**src/rtl/dot_product_accumulator.sv**
```systemverilog
// Accumulates VEC_LEN unsigned products into one saturating dot-product result
// and hands it downstream over a valid/ready handshake.
module dot_product_accumulator #(
  parameter int unsigned PROD_W  = 16,
  parameter int unsigned ACC_W   = 24,
  parameter int unsigned VEC_LEN = 8,
  localparam int unsigned CNT_W  = $clog2(VEC_LEN + 1)
) (
  input  logic              clk,
  input  logic              rst,
  input  logic              prod_valid,
  input  logic [PROD_W-1:0] prod_in,
  output logic              prod_ready,
  input  logic              flush,
  output logic              result_valid,
  input  logic              result_ready,
  output logic [ACC_W-1:0]  result,
  output logic [CNT_W-1:0]  result_count,
  output logic              sat_flag,
  output logic              busy
);

  typedef enum logic [1:0] {
    S_IDLE  = 2'd0,
    S_ACCUM = 2'd1,
    S_HOLD  = 2'd2
  } state_t;

  localparam logic [ACC_W-1:0] ACC_MAX  = '1;
  localparam logic [CNT_W-1:0] CNT_LAST = CNT_W'(VEC_LEN);
  localparam logic [CNT_W-1:0] CNT_ONE  = CNT_W'(1);

  state_t             r_state;
  state_t             w_state_next;
  logic [ACC_W-1:0]   r_acc;
  logic [ACC_W-1:0]   w_acc_next;
  logic               w_acc_en;
  logic [CNT_W-1:0]   r_count;
  logic [CNT_W-1:0]   w_count_next;
  logic               r_sat;
  logic               w_sat_next;
  logic [ACC_W:0]     w_sum;
  logic               w_beat;
  logic               w_enter_hold;
  logic [ACC_W-1:0]   r_result;
  logic [CNT_W-1:0]   r_result_count;

  assign prod_ready   = (r_state != S_HOLD) && !rst;
  assign result_valid = (r_state == S_HOLD);
  assign busy         = (r_state != S_IDLE);
  assign result       = r_result;
  assign result_count = r_result_count;
  assign sat_flag     = r_sat;

  assign w_beat       = prod_valid && prod_ready;
  assign w_sum        = {1'b0, r_acc} + (ACC_W+1)'(prod_in);
  assign w_enter_hold = (w_state_next == S_HOLD) && (r_state != S_HOLD);

  // Next-state and datapath update; zero products leave the accumulator clock-gated
  always_comb begin
    w_state_next = r_state;
    w_acc_next   = r_acc;
    w_acc_en     = 1'b0;
    w_count_next = r_count;
    w_sat_next   = r_sat;
    case (r_state)
      S_IDLE: begin
        if (w_beat) begin
          w_acc_next   = ACC_W'(prod_in);
          w_acc_en     = 1'b1;
          w_count_next = CNT_ONE;
          w_sat_next   = 1'b0;
          w_state_next = ((CNT_LAST == CNT_ONE) || flush) ? S_HOLD : S_ACCUM;
        end
      end
      S_ACCUM: begin
        if (w_beat) begin
          w_acc_en = (prod_in != '0);
          if (w_sum[ACC_W]) begin
            w_acc_next = ACC_MAX;
            w_sat_next = 1'b1;
          end else begin
            w_acc_next = w_sum[ACC_W-1:0];
          end
          w_count_next = r_count + CNT_ONE;
          if ((w_count_next == CNT_LAST) || flush) begin
            w_state_next = S_HOLD;
          end
        end else if (flush) begin
          w_state_next = S_HOLD;
        end
      end
      S_HOLD: begin
        if (result_ready) begin
          w_state_next = S_IDLE;
          w_acc_next   = '0;
          w_acc_en     = 1'b1;
          w_count_next = '0;
          w_sat_next   = 1'b0;
        end
      end
      default: begin
        w_state_next = S_IDLE;
      end
    endcase
  end

  // State, accumulator and result capture (result latched on HOLD entry only)
  always_ff @(posedge clk or posedge rst) begin
    if (rst) begin
      r_state        <= S_IDLE;
      r_acc          <= '0;
      r_count        <= '0;
      r_sat          <= 1'b0;
      r_result       <= '0;
      r_result_count <= '0;
    end else begin
      r_state <= w_state_next;
      r_count <= w_count_next;
      r_sat   <= w_sat_next;
      if (w_acc_en) begin
        r_acc <= w_acc_next;
      end
      if (w_enter_hold) begin
        r_result       <= w_acc_next;
        r_result_count <= w_count_next;
      end
    end
  end

endmodule

```
**config.mk**
```make
export PLATFORM = sky130hd
export DESIGN_NAME = dot_product_accumulator
export DESIGN_NICKNAME = d
export VERILOG_FILES = /design/src/rtl/dot_product_accumulator.sv
export SDC_FILE = /design/constraint.sdc
export NUM_CORES = 1
export LEC_CHECK = 0
export CELL_PAD_IN_SITES_DETAIL_PLACEMENT = 0
export CELL_PAD_IN_SITES_GLOBAL_PLACEMENT = 1
export CORE_ASPECT_RATIO = 0.9
export CORE_MARGIN = 1
export CORE_UTILIZATION = 30
export DETAILED_ROUTE_END_ITERATION = 10
export GPL_ROUTABILITY_DRIVEN = 0
export PLACE_DENSITY = 0.61
export SETUP_SLACK_MARGIN = 0.02
export SYNTH_ARGS = -nofsm -noshare
export SYNTH_HDL_FRONTEND = slang
export SYNTH_SLANG_ARGS = --single-unit
export TNS_END_PERCENT = 100
```
**constraint.sdc**
```tcl
create_clock -name clk -period 6.66 [get_ports clk]
set_input_delay 1.332 -clock clk [delete_from_list [all_inputs] [get_ports clk]]
set_output_delay 1.332 -clock clk [all_outputs]
set_load 0.05 [all_outputs]
```
==> reports/metrics.csv <==
stage,metric,value,unit
outcome,status,finished clean,
clocking,clkTransAtPathRegs,50,ps
flow_run,cap_violations,0,
timing,rsz0062_at_grt,false,
synth,ys.warnings.count,0,
die,core_area,12900,µm²
setup_path,crit_required,6890,ps
clocking,htreeDepth,3,
power_and_ir_drop,power_density,415,nW/µm²
timing,post-route-period-util,0.637,
timing,maxSlewViolCount,0,
synth,synthTopCellsByCount,"nand2_1 (60), dfrtp_1 (59), a21oi_1 (51), nor2_1 (50), o21ai_0 (26)",
timing,finalSetupTns,0,ps
timing,worst_slack,2420,ps
setup_path,rr_worst_depth,9,
hold_path,hold_start,result_count[1]$_DFFE_PP0P_,
timing,max-slew-margin-rel,0.317,
timing,fmax,0.236,GHz
route,drtIter0Drc,310,
route,postRouteAntennaNets,0,
synth,yosysTopAreaCell,dfrtp_1,
hold_path,hp-class,reg2reg,
setup_path,cp.arrival,4470,ps
die,die_w,124,µm
global_routing,overflow,0,
timing,finalCriticalPeriod,4240,ps
power_and_ir_drop,vdd_drop_max,0.000226,V
placed_design,dp_slack,2100,ps
synth,synth.avg_cell_area,8.33,µm²
clocking,clk_latency,350,ps
clocking,tritoncts.num_buffers,9,
global_routing,busiest_layer,met1,
route,wl,13200,µm
global_routing,grt_usage,0.205,
die,num_io_pins,53,
hold_path,hold_path_depth,2,
route,drc,0,
clocking,post_cts_buffers,0,
synth,synth-main-ff-cell,dfrtp_1,
power_and_ir_drop,power.total,2.06,mW
setup_path,startpoint,prod_in[0],
die,initial_core_util,0.312,
route,dr.pass1.iters,5,
route,routed-via-count,3917,
timing,fin_skew,8.00,ps
clocking,cts.repair.resized,0,
synth,netlist_instances,483,
synth,syn_area,4030,µm²
global_routing,grtUsageMet2,0.285,
setup_path,crit_type,in2reg,
global_routing,antenna_found_initial,0,
timing,tightest_slew,1020,ps
timing,hold_ws,469,ps
synth,ys_top_cells_by_area,"dfrtp_1 (37%), a21oi_1 (6.3%), ha_1 (5.6%)",
synth,synth_top_cell_area_share,0.367,
clocking,cts_root_buf,clkbuf_16,
global_routing,grt_pass1_wl,21000,µm
setup_path,cp_max_fo,16,
die,die_height,112,µm
global_routing,grt_util_met3,0.0543,
setup_path,r2r-start,r_acc[0]$_DFFE_PP0P_,
finish,drive_gt1_frac,0.0607,
synth,ys_ff_latch,59,
setup_path,r2r_setup_slack,3500,ps
synth,yosysMostFrequentCell,nand2_1,
synth,ys_seq_area_frac,0.367,
placed_design,port-buffer-count,52,
placed_design,dpl.hpwl,9450,µm
finish,insertedDiodeCount,0,
synth,async_flop_share,1.00,
global_routing,grt_max_degree,33,
global_routing,gr-usage-met1,0.307,
clocking,cts_hold_buf,0,
setup_path,cp-end-kind,flip-flop,
die,die_area,13900,µm²
setup_path,crit_path_start_kind,input port,
timing,final_hold_viol_count,0,
clocking,clock_sinks,59,
synth,synth-edff-count,0,
synth,syn_nets,523,
clocking,cts_tree,done,
placed_design,placement.cell_area,4660,µm²
power_and_ir_drop,p_leak,2.06,nW
timing,final-setup-viol-count,0,
synth,synth_cell_types,68,
die,num_rows,39,
route,wire_per_inst,19.1,µm
finish,final_nets,563,
route,vias_per_cell,5.67,
finish,fin_area,4970,µm²
finish,area_growth,23.4,%
global_routing,grt_pass1_vias,3664,
clocking,clock_path_buffers,2,
-- cell type report --
class	instances	area (µm²)
fill	1353	7920
multi-input combinational	390	2390
sequential	59	1480
timing repair buffer	57	558
clock buffer	13	250
tap	164	205
clock inverter	2	60.1
inverter	6	22.5
-- where the power goes --
part	internal, mW	switching, mW
clock	0.336	0.166
sequential	0.461	0.0873
combinational	0.368	0.642
total	1.16	0.895
-- cell families (layout without fill, tap and decap cells) --
logic type / count (synthesis) / in the layout / share of synthesized area
compound gates: 178 / 178 / 0.293
xor+xnor: 12 / 12 / 0.0261
fa+ha+maj: 19 / 19 / 0.0609
buf+inv: 34 / 78 / 0.0392
flops: 59 / 59 / 0.367
mux: 2 / 2 / 0.00528
simple gates: 179 / 179 / 0.208
-- worst max-delay path, stage by stage --
cell	delay (ps)
clkdlybuf4s50_1	460
ha_1	250
fa_1	450
a211oi_2	260
o21ai_2	130
o2111ai_1	230
and2_1	660
nand2_1	110
mux2_2	300
a221o_1	290
-- cell usage in the layout (no fill, tap or decap), types with 10 or more instances in the layout --
cell type        netlist  final
ha_1                  18     18
nor2_1                50     49
o21ai_1               15     15
a21oi_1               51     51
dfrtp_1               59     59
nand2_1               60     60
o21ai_0               26     26
clkdlybuf4s50_1        0     52
a31oi_1               10     10
nand3_1               13     13
-- through the flow --
step,util,std cells
after floorplan,-,483
after global placement,0.361,676
after detailed placement,0.361,676
after CTS,0.385,691
after global routing,0.385,691
final,0.385,691
-- sequential cells by signal, summed over array words and instances, names as in the netlist --
register and cells:
result_count 4, result 24, r_count 4, r_acc 24, r_state 2, sat_flag 1
-- worst paths after layout --
path                                               endpoint
worst min register to register  result_count[1]$_DFFE_PP0P_
worst max register to register        r_acc[15]$_DFFE_PP0P_
max in group asynchronous              r_acc[3]$_DFFE_PP0P_
min in group asynchronous              r_state[0]$_DFF_PP0_
worst max-delay path                  r_acc[15]$_DFFE_PP0P_
worst min-delay path            result_count[1]$_DFFE_PP0P_
-- per-layer routing --
metal / vias to the layer above / wire length [µm]
li1: 1876 / -
met1: 1917 / 6620
met2: 116 / 5720
met3: 8 / 731
met4: 0 / 115
met5: - / 0
No activity file was read; power rests on OpenSTA's default activity.
